===== src/rtl/tabuleiro_pkg.sv =====
// Shared constants, piece codes, FSM states and piece-length lookup for the board checker.
package tabuleiro_pkg;

    localparam int unsigned LADO      = 8;
    localparam int unsigned COORD_W   = 3;
    localparam int unsigned MAX_PECAS = 11;
    localparam int unsigned TIPO_W    = 3;
    localparam int unsigned K_W       = 3;
    localparam int unsigned CNT_W     = 4;
    localparam int unsigned CELULAS   = LADO * LADO;
    localparam int unsigned IDX_W     = 2 * COORD_W;

    localparam logic [TIPO_W-1:0] SUBMARINO    = 3'd1;
    localparam logic [TIPO_W-1:0] CRUZADOR     = 3'd2;
    localparam logic [TIPO_W-1:0] HIDROAVIAO   = 3'd3;
    localparam logic [TIPO_W-1:0] ENCOURACADO  = 3'd4;
    localparam logic [TIPO_W-1:0] PORTA_AVIOES = 3'd5;

    typedef enum logic [1:0] {
        IDLE   = 2'd0,
        CHECA  = 2'd1,
        RESULT = 2'd2,
        GRAVA  = 2'd3
    } estado_t;

    // Number of cells of a piece; zero flags an invalid piece code.
    function automatic logic [K_W-1:0] comprimento(input logic [TIPO_W-1:0] t);
        case (t)
            SUBMARINO:    comprimento = K_W'(1);
            CRUZADOR:     comprimento = K_W'(2);
            HIDROAVIAO:   comprimento = K_W'(3);
            ENCOURACADO:  comprimento = K_W'(4);
            PORTA_AVIOES: comprimento = K_W'(5);
            default:      comprimento = '0;
        endcase
    endfunction

endpackage


===== src/rtl/gera_celula.sv =====
// Maps (piece, anchor, direction, orientation, cell index k) to a board cell and an out-of-board flag.
module gera_celula
    import tabuleiro_pkg::*;
(
    input  logic [TIPO_W-1:0]  tipo,
    input  logic [COORD_W-1:0] x1,
    input  logic [COORD_W-1:0] y1,
    input  logic               direcao,
    input  logic               orientacao,
    input  logic [K_W-1:0]     k,
    output logic [COORD_W-1:0] cx,
    output logic [COORD_W-1:0] cy,
    output logic               fora
);

    localparam int unsigned S_W = COORD_W + 1;

    logic signed [S_W-1:0] base_main;
    logic signed [S_W-1:0] base_cross;
    logic signed [S_W-1:0] desl_main;
    logic signed [S_W-1:0] desl_cross;
    logic signed [S_W-1:0] pos_main;
    logic signed [S_W-1:0] pos_cross;

    // Signed cell arithmetic; sums past LADO-1 wrap into the negative range, so the sign bit alone marks out of board.
    always_comb begin
        base_main  = $signed({1'b0, (direcao ? y1 : x1)});
        base_cross = $signed({1'b0, (direcao ? x1 : y1)});
        desl_main  = orientacao ? -$signed(S_W'(k)) : $signed(S_W'(k));
        desl_cross = (tipo == HIDROAVIAO && k == K_W'(1)) ? S_W'(1) : '0;
        pos_main   = base_main + desl_main;
        pos_cross  = base_cross + desl_cross;
        fora       = pos_main[S_W-1] | pos_cross[S_W-1];
        cx         = direcao ? pos_cross[COORD_W-1:0] : pos_main[COORD_W-1:0];
        cy         = direcao ? pos_main[COORD_W-1:0]  : pos_cross[COORD_W-1:0];
    end

endmodule


===== src/rtl/tabuleiro_conflito.sv =====
// Per-player occupancy store with cell-by-cell placement conflict check and commit.
module tabuleiro_conflito
    import tabuleiro_pkg::*;
(
    input  logic               clk,
    input  logic               reset,
    input  logic               valida,
    input  logic               armazena,
    input  logic [TIPO_W-1:0]  tipo,
    input  logic               jogador,
    input  logic [COORD_W-1:0] X1,
    input  logic [COORD_W-1:0] Y1,
    input  logic               direcao,
    input  logic               orientacao,
    input  logic               cons_jogador,
    input  logic [COORD_W-1:0] cons_x,
    input  logic [COORD_W-1:0] cons_y,
    output logic               ocupado,
    output logic               conflito,
    output logic               checado,
    output logic               gravado,
    output logic               ocupada,
    output logic [CNT_W-1:0]   pecas_j0,
    output logic [CNT_W-1:0]   pecas_j1,
    output logic [1:0]         completo
);

    estado_t                  estado;
    logic [TIPO_W-1:0]        tipo_r;
    logic                     jog_r;
    logic [COORD_W-1:0]       x_r;
    logic [COORD_W-1:0]       y_r;
    logic                     dir_r;
    logic                     ori_r;
    logic [K_W-1:0]           k;
    logic                     pode_gravar;
    logic [1:0][CELULAS-1:0]  mapa;

    logic [COORD_W-1:0]       cx;
    logic [COORD_W-1:0]       cy;
    logic                     fora;
    logic [IDX_W-1:0]         idx;
    logic [K_W-1:0]           len;
    logic [CNT_W-1:0]         cnt_sel;

    gera_celula u_celula (
        .tipo       (tipo_r),
        .x1         (x_r),
        .y1         (y_r),
        .direcao    (dir_r),
        .orientacao (ori_r),
        .k          (k),
        .cx         (cx),
        .cy         (cy),
        .fora       (fora)
    );

    assign idx     = {cy, cx};
    assign len     = comprimento(tipo_r);
    assign cnt_sel = jog_r ? pecas_j1 : pecas_j0;
    assign ocupado = mapa[cons_jogador][{cons_y, cons_x}];

    // Check/commit FSM with registered status pulses, counters and maps.
    always_ff @(posedge clk) begin
        if (reset) begin
            estado      <= IDLE;
            tipo_r      <= '0;
            jog_r       <= 1'b0;
            x_r         <= '0;
            y_r         <= '0;
            dir_r       <= 1'b0;
            ori_r       <= 1'b0;
            k           <= '0;
            pode_gravar <= 1'b0;
            mapa        <= '0;
            conflito    <= 1'b0;
            checado     <= 1'b0;
            gravado     <= 1'b0;
            ocupada     <= 1'b0;
            pecas_j0    <= '0;
            pecas_j1    <= '0;
            completo    <= '0;
        end else begin
            checado <= 1'b0;
            gravado <= 1'b0;
            case (estado)
                IDLE: begin
                    if (valida) begin
                        tipo_r      <= tipo;
                        jog_r       <= jogador;
                        x_r         <= X1;
                        y_r         <= Y1;
                        dir_r       <= direcao;
                        ori_r       <= orientacao;
                        k           <= '0;
                        pode_gravar <= 1'b0;
                        ocupada     <= 1'b1;
                        if (comprimento(tipo) == '0) begin
                            conflito <= 1'b1;
                            estado   <= RESULT;
                        end else begin
                            conflito <= 1'b0;
                            estado   <= CHECA;
                        end
                    end else if (armazena && pode_gravar && cnt_sel < CNT_W'(MAX_PECAS)) begin
                        k       <= '0;
                        ocupada <= 1'b1;
                        estado  <= GRAVA;
                    end
                end
                CHECA: begin
                    if (fora || mapa[jog_r][idx]) begin
                        conflito <= 1'b1;
                        estado   <= RESULT;
                    end else if (k == len - K_W'(1)) begin
                        conflito <= 1'b0;
                        estado   <= RESULT;
                    end else begin
                        k <= k + K_W'(1);
                    end
                end
                RESULT: begin
                    checado     <= 1'b1;
                    pode_gravar <= !conflito;
                    ocupada     <= 1'b0;
                    estado      <= IDLE;
                end
                GRAVA: begin
                    if (k == len) begin
                        gravado     <= 1'b1;
                        pode_gravar <= 1'b0;
                        ocupada     <= 1'b0;
                        estado      <= IDLE;
                        if (jog_r) begin
                            pecas_j1    <= pecas_j1 + CNT_W'(1);
                            completo[1] <= (pecas_j1 + CNT_W'(1) == CNT_W'(MAX_PECAS));
                        end else begin
                            pecas_j0    <= pecas_j0 + CNT_W'(1);
                            completo[0] <= (pecas_j0 + CNT_W'(1) == CNT_W'(MAX_PECAS));
                        end
                    end else begin
                        mapa[jog_r][idx] <= 1'b1;
                        k                <= k + K_W'(1);
                    end
                end
                default: begin
                    ocupada <= 1'b0;
                    estado  <= IDLE;
                end
            endcase
        end
    end

endmodule

===== config.mk =====
export PLATFORM = sky130hd
export DESIGN_NAME = tabuleiro_conflito
export DESIGN_NICKNAME = d
export VERILOG_FILES = /design/src/rtl/tabuleiro_pkg.sv /design/src/rtl/gera_celula.sv /design/src/rtl/tabuleiro_conflito.sv
export SDC_FILE = /design/constraint.sdc
export NUM_CORES = 1
export LEC_CHECK = 0
export BUFFER_PORTS_ARGS = -buffer_cell sky130_fd_sc_hd__buf_2
export CAP_MARGIN = 20
export CELL_PAD_IN_SITES_DETAIL_PLACEMENT = 1
export CELL_PAD_IN_SITES_GLOBAL_PLACEMENT = 1
export CORE_MARGIN = 5
export CORE_UTILIZATION = 48
export CTS_CLUSTER_SIZE = 14
export DETAILED_ROUTE_END_ITERATION = 7
export GPL_TIMING_DRIVEN = 0
export PLACE_DENSITY = 0.87
export SLEW_MARGIN = 20
export SYNTH_ARGS = -nofsm -noshare
export SYNTH_HDL_FRONTEND = slang
export SYNTH_HIERARCHICAL = 1
export SYNTH_SLANG_ARGS = --single-unit

===== constraint.sdc =====
create_clock -name clk -period 5.9 [get_ports clk]
set_clock_uncertainty 0.15 [all_clocks]
set_input_delay 1.18 -clock clk [delete_from_list [all_inputs] [get_ports clk]]
set_output_delay 1.18 -clock clk [all_outputs]
set_load 0.05 [all_outputs]

==> results of run 1 <==
==> cell usage after synthesis (5+ instances only) <==
library cell	count
nor3b_1	5
xnor2_1	7
buf_2	8
o21ai_0	14
nand3_1	10
nand2_1	56
xor2_1	7
mux4_2	53
a21oi_1	166
nand4_1	5
nor3_1	12
clkbuf_1	44
ha_1	13
inv_1	14
nor2_1	161
and3_1	9
dfxtp_1	160
mux2i_1	28
mux2_2	22
o22ai_1	7
nand2b_1	6
==> sequential cells by signal (all words and copies together), names as in the netlist <==
| signal | flops |
|---|---|
| y_r | 3 |
| estado | 2 |
| ori_r | 1 |
| completo | 2 |
| mapa | 128 |
| conflito | 1 |
| k | 3 |
| jog_r | 1 |
| pode_gravar | 1 |
| pecas_j1 | 4 |
| checado | 1 |
| pecas_j0 | 4 |
| x_r | 3 |
| tipo_r | 3 |
| dir_r | 1 |
| gravado | 1 |
| ocupada | 1 |
==> kinds of logic after synthesis <==
family / synth area share, %
simple gates: 16.17
fa+ha+maj: 2.244
mux: 21.66
buf+inv: 4.042
xor+xnor: 1.506
compound gates: 15.03
flops: 39.35
==> metrics by stage <==
step	total power, mW	std cells	util [%]	hold slack [ns]
floorplan	1.522	878	-	0.2930
global placement	1.699	1131	51.74	0.3062
finish	2.880	1165	55.48	0.3246
detailed placement	1.724	1132	51.87	0.3174
CTS	2.845	1164	55.41	0.3292
global route	2.943	1165	55.48	0.3370
==> worst max path at each step <==
stage                     startpoint         to  slack, ns  depth (start not counted)
after floorplan            cons_x[0]    ocupado       1.04                          6
after global placement     cons_x[0]    ocupado       0.57                          7
after detailed placement        k[0]       k[0]       0.51                         17
after CTS                       k[0]       k[0]       0.35                         17
after global routing            k[0]  estado[1]       0.09                         16
final                           k[0]   mapa[71]       0.22                         14
==> cells in the final DEF (no fill, tap or decap), types with 7 or more instances in the layout <==
cell type,Yosys,routed
nand3_1,10,10
mux4_2,53,53
nand2_1,56,56
xnor2_1,7,7
buf_2,8,42
inv_1,14,14
mux2i_1,28,28
and3_1,9,9
nor2_1,161,161
clkbuf_16,0,17
ha_1,13,13
o22ai_1,7,7
xor2_1,7,7
dfxtp_1,160,160
nor3_1,12,11
a21oi_1,166,166
clkbuf_1,44,45
o21ai_0,14,13
mux2_2,22,22
==> power by group <==
part / internal [mW] / switching [mW]
clock network: 0.631 / 0.508
logic: 0.189 / 0.425
registers: 1.10 / 0.0267
==> layer usage <==
metal / vias to the layer above / share of wire [%] / wire [um]
li1: 3278 / - / -
met1: 3853 / 39 / 11900
met2: 514 / 46 / 14070
met3: 157 / 9.0 / 2740
met4: 0 / 5.5 / 1670
met5: - / 0 / 0
==> layout make-up <==
class                   instances  area (sq um)  share of cell area [%]
multi-input cells             644          4624                   50.27
flip-flops and latches        160          3203                   34.82
clock buffers                  18         429.2                   4.665
plain buffers                  60         276.5                   3.006
well taps                     220         275.3                   2.992
repair buffers                 35         181.4                   1.972
clock inverters                14         157.7                   1.714
inverters                      14         52.55                  0.5712
==> worst max-delay path, delay by kind of cell, from the launching register on <==
kind,cells,cell delay (ns)
buffers and inverters,5,2.09
flip-flops,1,0.59
AND/OR/NAND/NOR,4,0.81
AO/OA/AOI/OAI,3,1.16
adder cells (fa/ha/maj),2,0.82
==> flow_summary.ini, run 1 <==
[sta]
max_freq_mhz = 175.9
setup_viol = 0
final_max_slew_viol_count = 0
fin_crit_ns = 5.685
fin_ws_ns = 0.2153
rsz0062_at_grt = false
max_slew_margin_pct = 13.21
tightest_slew_ns = 1.297
period_share_pct = 96.35
setup_tns_ns = 0
hold_violations = 0

[floorplan]
core_area_sq_um = 16580
rows = 47
die-area_sq_um = 19660
ioPinCount = 38
initial_core_util_pct = 49.09
die_w_um = 140.2
die_h_um = 140.2

[global_route]
use_met3_pct = 8.214
grt_pass1_wl_um = 46690
grt_overflow_total = 0
busiest_layer = met2
grt_max_degree = 17
antenna_found_initial = 0
grt_pass1_vias = 7980
use_met1_pct = 38.07
use_met2_pct = 48.94
grt_util_all_layers_pct = 30.76

[clock_network]
holdBufCountCts = 0
cts_tree = done
cts.sinks = 160
numCtsBuffers = 17
clk_latency_ns = 0.45
htreeDepth = 4
root_buffer = clkbuf_16
postCtsResizedCells = 0
cts_buffer_depth = 2
cts_setup_buffers = 0
clkTransAtPathRegs_ns = 0.07

[worst_setup_path]
reg2reg_depth = 14
reg2reg_from = k[0]
crit_chain = inv_1 -> ha_1 -> nand2_1 -> o21ai_0 -> inv_1 -> fa_1 -> o21ai_0 -> clkbuf_1 -> and3_1 -> clkbuf_1 -> and3_1 -> clkbuf_1 -> a21oi_1 -> nor2_1
slowest_delay_ns = 0.83
end_kind = flop
worstPathRequired_ns = 6.12
r2r_slack_ns = 0.22
crit_arrival_ns = 5.91
critPathMaxFanout = 11
cpMostUsedCell = clkbuf_1
cp_slowest_cell = o21ai_0
startpoint_type = flop
reg2reg_to = mapa[71]
critPathKind = reg -> reg

[yosys]
syn_area_sq_um = 8140
yosysTopAreaCell = dfxtp_1
yosysTopAreaCellShare_pct = 39.35
synthFlopType = dfxtp_1
synthArstFlopShare_pct = 0
synth-seq-area-share_pct = 39.35
synth_edf_count = 0
synth_nets = 915
synth_cell_types = 63
synth_seq_cells = 160
synth_cells = 878
postSynthAreaPerCell_sq_um = 9.271
netlist_top_cells_area = dfxtp_1 (39%), mux4_2 (15%), a21oi_1 (10%), nor2_1 (7.4%), mux2i_1 (3.4%)
yosysWarnings = 6

[routing]
route.detailed.drc = 0
drtIter0Drc = 974
first_pass_iters = 5
viasPerCell = 6.697
postRouteAntennaNets = 0
wl_um = 30380
num_vias = 7802
routedWlPerCell_um = 26.08

[hold_path]
whs_endpoint = completo[0]
worstHoldStart = completo[0]
hp-class = reg -> reg
hold_path_depth = 2

[placement]
port_buffers = 33
dp_hpwl_um = 19590
gp_congestion = 0.9454
dp_slack_ns = 0.5137
placed_cell_area_sq_um = 8602

[cells_and_area]
num_antenna_cells = 0
layout-drive-gt1-share_pct = 17.88
nFillCells = 1939
area_growth_pct = 13.02
fin_nets = 969
fin_area_sq_um = 9200

[run]
cap_violations = 0

[power]
ir_worst_vdd_mv = 0.2233
power.density_nw_per_um2 = 313.0
leakage_nw = 3.328

[outcome]
status = completed
Power figures use the tool's default switching activity.
==> inputs of run 2 (changes only) <==
--- a/config.mk
+++ b/config.mk
@@ -5,12 +5,13 @@
 export SDC_FILE = /design/constraint.sdc
 export NUM_CORES = 1
 export LEC_CHECK = 0
+export ABC_AREA = 1
 export BUFFER_PORTS_ARGS = -buffer_cell sky130_fd_sc_hd__buf_2
 export CAP_MARGIN = 20
 export CELL_PAD_IN_SITES_DETAIL_PLACEMENT = 1
 export CELL_PAD_IN_SITES_GLOBAL_PLACEMENT = 1
 export CORE_MARGIN = 5
-export CORE_UTILIZATION = 48
+export CORE_UTILIZATION = 44
 export CTS_CLUSTER_SIZE = 14
 export DETAILED_ROUTE_END_ITERATION = 7
 export GPL_TIMING_DRIVEN = 0
==> run 2 against run 1 <==
Maximum frequency grew 7.5%. Setup slack gained 0.40 ns. Count of clock-buffer cells in the layout grew 4. Total power grew 52%. Routed wire length grew 35%. Die area grew 21%. Sequential cell count is the same. Critical path type is now in -> out.
==> flow_summary.ini, run 2 <==
[global_route]
grt_pass1_wl_um = 61890
grt_overflow_total = 0
grt_max_degree = 17
antenna_found_initial = 1
grt_util_all_layers_pct = 34.01
grt_pass1_vias = 10950

[sta]
max_freq_mhz = 189.1
max_slew_margin_pct = 28.25
tightest_slew_ns = 1.065
setup_viol = 0
fin_crit_ns = 5.288
period_share_pct = 89.62
final_max_slew_viol_count = 0
hold_violations = 0
setup_tns_ns = 0
rsz0062_at_grt = false

[worst_setup_path]
critPathKind = in -> out
reg2reg_from = k[0]
worstPathRequired_ns = 4.57
end_kind = output pin
r2r_slack_ns = 1.16
critPathMaxFanout = 10
reg2reg_to = estado[0]
crit_arrival_ns = 3.96
reg2reg_depth = 20
startpoint_type = input port

[yosys]
synth_xor_area_share_pct = 0.9579
synth_top_family_by_area = simple AND/OR/NAND/NOR gates
synth_cell_types = 40
synth-seq-area-share_pct = 35.03
synthAdderAreaFrac_pct = 1.998
netlist_top_cells_area = dfxtp_1 (35%), nand2_1 (13%), a21oi_1 (10%), o21ai_0 (9.2%), inv_1 (7.7%)
synth_seq_cells = 160
synth_commonest_cells = nand2_1 (323), a21oi_1 (189), inv_1 (188)
synthFlopType = dfxtp_1
synthArstFlopShare_pct = 0
synth_cells = 1457
yosysTopAreaCell = dfxtp_1
synth-simple-area-share_pct = 26.78
yosysWarnings = 6
syn_area_sq_um = 9144
yosysMostFrequentCell = nand2_1
postSynthAreaPerCell_sq_um = 6.276
synth_nets = 1494
yosysTopAreaCellShare_pct = 35.03
synth_compound_area_share_pct = 22.37
synth_mux_area_share_pct = 0.1232
synth_edf_count = 0

[clock_network]
cts_tree = done
cts.sinks = 160
htreeDepth = 4
cts_setup_buffers = 0
cts_buffer_depth = 2
postCtsResizedCells = 0
numCtsBuffers = 17
root_buffer = clkbuf_16
clkTransAtPathRegs_ns = 0.06
holdBufCountCts = 0
clk_latency_ns = 0.46

[placement]
dp_hpwl_um = 27270
placed_cell_area_sq_um = 9657
port_buffers = 35
gp_congestion = 0.9776

[floorplan]
rows = 52
ioPinCount = 38
die-area_sq_um = 23760
core_area_sq_um = 20360
die_w_um = 154.2
die_h_um = 154.2
initial_core_util_pct = 44.90

[routing]
routedWlPerCell_um = 22.89
route.detailed.drc = 0
drtIter0Drc = 1193
viasPerCell = 6.010
first_pass_iters = 6
num_vias = 10780
wl_um = 41060
postRouteAntennaNets = 0

[cells_and_area]
area_growth_pct = 12.43
seq_area_sq_um = 3203
fin_area_sq_um = 10280
multiInputGateArea_sq_um = 4776
nFillCells = 2831
reg_top3 = mapa x128, pecas_j0 x4, pecas_j1 x4
largest-register = mapa
layout-drive-gt1-share_pct = 9.121
num_antenna_cells = 0
mostFrequentLayoutCells = nand2_1 (323), a21oi_1 (189), inv_1 (188), nor2_1 (181), o21ai_0 (168)
utilization_pct = 50.48
largest_reg_flops = 128
fin_nets = 1548
mostFrequentLayoutCell = nand2_1

[power]
ir_worst_vdd_mv = 0.2305
leakage_nw = 3.988
power.density_nw_per_um2 = 425.3
p_clk_share_pct = 28.4
p_switching_mw = 2.065
comb_power_share_pct = 44.4
p_sw_share_pct = 47.23
seqPwrFrac_pct = 27.2
p_int_mw = 2.307

[hold_path]
hold_path_depth = 2
hp-class = reg -> reg
whs_endpoint = mapa[18]
worstHoldStart = mapa[18]

[outcome]
status = completed

[run]
cap_violations = 0
==> run 2: cell types whose count changed in the layout (fill, tap and decap cells not counted), sizes merged, moves of 7 or more <==
cell / delta
mux2i: -28
and3: -9
nand3: +57
o211ai: +9
buf: +28
mux4: -54
inv: +179
nor3b: -7
nor2: +30
mux2: -22
a21oi: +24
nand2: +273
o21ai: +163
==> run 2: worst max path at each step <==
stage	startpoint	cells past startpoint	to
floorplan	cons_jogador	11	ocupado
global placement	cons_jogador	12	ocupado
detailed placement	cons_jogador	12	ocupado
CTS	cons_jogador	12	ocupado
global route	cons_jogador	12	ocupado
finish	cons_jogador	12	ocupado
==> run 2: layout make-up <==
type	count	share of cell area (%)
plain buffers	79	4.065
clock buffers	22	4.516
clock inverters	10	1.546
inverters	199	7.266
multi-input cells	1019	46.46
flip-flops and latches	160	31.16
well taps	270	3.286
repair buffers	35	1.704
==> run 2: per-layer routing <==
layer,track usage [%],part of all wire (%)
met1,40.39,37
met2,54.89,44
met3,7.701,11
met4,22.50,7.3
met5,0,0.032
==> run 2: logic make-up (layout without fill, tap and decap cells) <==
family	Yosys count	count (layout)
AO/OA/AOI/OAI	392	392
AND/OR/NAND/NOR	602	602
multiplexers	1	1
XOR/XNOR	10	10
adder cells (fa/ha/maj)	14	14
flip-flops	160	160
buffers and inverters	278	345
==> run 2: stage by stage <==
stage	power [mW]	setup WS (ns)	hold slack, ns	std cells
after global placement	2.974	0.8712	0.2969	1762
after detailed placement	3.014	0.8298	0.3069	1762
final	4.372	0.6121	0.3174	1794
after floorplan	2.325	1.842	0.2864	1457
after CTS	4.271	0.7520	0.3173	1794
after global routing	4.478	0.6090	0.3258	1794
==> run 2: worst max-delay path: stages <==
cell and delay (ns):
buf_2 0.14, buf_2 0.34, clkbuf_1 0.71, o21ai_0 0.17
o21ai_0 0.33, o21ai_0 0.12, o221ai_1 0.29, nand3_1 0.18
nand2_1 0.12, nand2_1 0.06, nand2_1 0.06, buf_2 0.25
==> run 2: power groups by stage <==
stage          Sequential, mW  Combinational [mW]  Clock (mW)
2_1_floorplan            1.23                1.09           0
3_3_place_gp             1.21                1.77           0
3_5_place_dp             1.21                1.80           0
4_1_cts                  1.19                1.85        1.23
5_1_grt                  1.19                2.01        1.27
6_report                 1.19                1.94        1.24
==> inputs of run 3 (changes only) <==
--- a/config.mk
+++ b/config.mk
@@ -10,6 +10,7 @@
 export CAP_MARGIN = 20
 export CELL_PAD_IN_SITES_DETAIL_PLACEMENT = 1
 export CELL_PAD_IN_SITES_GLOBAL_PLACEMENT = 1
+export CORE_ASPECT_RATIO = 0.5
 export CORE_MARGIN = 5
 export CORE_UTILIZATION = 44
 export CTS_CLUSTER_SIZE = 14
==> run 3 against run 2 <==
Clock power rose by 3%. Critical path type unchanged. Combinational power barely moved. Worst hold slack improved by 0.0042 ns. Critical endpoint unchanged.
==> flow_summary.ini, run 3 (same netlist as run 2, synthesis figures left out) <==
[global_route]
grt_overflow_total = 0
grt_util_all_layers_pct = 34.89
antenna_found_initial = 0
grt_pass1_wl_um = 63000
grt_max_degree = 17
grt_pass1_vias = 10830

[cells_and_area]
largest-register = mapa
largest_reg_flops = 128
area_growth_pct = 12.86
fin_nets = 1548
mostFrequentLayoutCells = nand2_1 (323), a21oi_1 (189), inv_1 (188), nor2_1 (181), o21ai_0 (168)
mostFrequentLayoutCell = nand2_1
layout.cells.non_filler = 1795
utilization_pct = 50.32
reg_top3 = mapa x128, pecas_j0 x4, pecas_j1 x4
layout-drive-gt1-share_pct = 9.198
num_antenna_cells = 0

[worst_setup_path]
r2r_slack_ns = 1.08
critPathKind = in -> out
startpoint_type = input port
critPathMaxFanout = 10
worstPathRequired_ns = 4.57
reg2reg_from = k[0]
reg2reg_depth = 20
end_kind = output pin
crit_arrival_ns = 3.81
reg2reg_to = k[0]

[sta]
max_freq_mhz = 194.7
setup_viol = 0
final_max_slew_viol_count = 0
hold_violations = 0
period_share_pct = 87.07
max_slew_margin_pct = 17.15
rsz0062_at_grt = false
setup_tns_ns = 0
fin_crit_ns = 5.137
tightest_slew_ns = 1.230

[clock_network]
holdBufCountCts = 0
htreeDepth = 4
cts_buffer_depth = 2
clkTransAtPathRegs_ns = 0.07
cts.sinks = 160
postCtsResizedCells = 0
cts_setup_buffers = 0
cts_tree = done
clk_latency_ns = 0.45
numCtsBuffers = 17
root_buffer = clkbuf_16

[routing]
first_pass_iters = 5
drtIter0Drc = 1015
routedWlPerCell_um = 23.13
postRouteAntennaNets = 0
viasPerCell = 5.931
route.detailed.drc = 0
wl_um = 41530
num_vias = 10650

[hold_path]
whs_endpoint = mapa[56]
hp-class = reg -> reg
worstHoldStart = mapa[56]
hold_path_depth = 2

[floorplan]
core_area_sq_um = 20510
die_w_um = 213.9
initial_core_util_pct = 44.59
die_h_um = 111.9
rows = 37
die-area_sq_um = 23940
ioPinCount = 38

[run]
cap_violations = 0

[placement]
gp_congestion = 0.9817
placed_cells = 1765
dp_hpwl_um = 28760
port_buffers = 35

[power]
power.density_nw_per_um2 = 430.5
leakage_nw = 4.005
power_mw = 4.443
ir_worst_vdd_mv = 0.2264

[outcome]
status = completed
## run 3: changes by cell type in the layout (fill, tap and decap cells not counted)
cell,before,now
clkinv_4,1,0
bufinv_16,4,5
clkbuf_1,37,34
clkinv_2,3,1
inv_6,0,1
clkbuf_8,2,4
## run 3: metal layers
layer	routed length [um]	vias to the layer above	track usage, %
met5	0	-	0
met4	1709	0	14.39
met3	5243	143	10.92
met2	18000	604	53.61
met1	16570	5139	45.49
li1	-	4761	-
## run 3: worst max-delay path by stage
stage	to	cells past startpoint	start
6_report	ocupado	12	cons_jogador
5_1_grt	ocupado	12	cons_jogador
4_1_cts	ocupado	12	cons_jogador
3_5_place_dp	ocupado	12	cons_jogador
3_3_place_gp	ocupado	12	cons_jogador
2_1_floorplan	ocupado	11	cons_jogador
## run 3: stage by stage
stage	setup slack [ns]	hold slack (ns)	area, sq um
3_3_place_gp	0.8571	0.2982	9661
2_1_floorplan	1.842	0.2864	9144
4_1_cts	0.8173	0.3204	10320
5_1_grt	0.5756	0.3399	10320
3_5_place_dp	0.8177	0.3105	9661
6_report	0.7627	0.3216	10320
## run 3: power by group
part / switching, mW / internal [mW] / total [mW]
registers: 0.0590 / 1.13 / 1.19
logic: 1.52 / 0.449 / 1.97
clock network: 0.490 / 0.792 / 1.28
total: 2.07 / 2.37 / 4.44
## run 3: worst max-delay path, stage by stage
cell	delay [ns]
buf_2	0.14
buf_2	0.34
clkbuf_1	0.69
o21ai_0	0.16
o21ai_0	0.37
o21ai_0	0.13
o221ai_1	0.20
nand3_1	0.09
nand2_1	0.12
nand2_1	0.06
nand2_1	0.05
buf_2	0.25
## run 3: cell type report
| type | count | area [sq um] |
|---|---|---|
| fillers | 2827 | 10190 |
| multi-input cells | 1019 | 4776 |
| flip-flops and latches | 160 | 3203 |
| inverters | 199 | 747.0 |
| clock buffers | 21 | 480.5 |
| plain buffers | 79 | 417.9 |
| well taps | 273 | 341.6 |
| clock inverters | 9 | 178.9 |
| repair buffers | 35 | 175.2 |
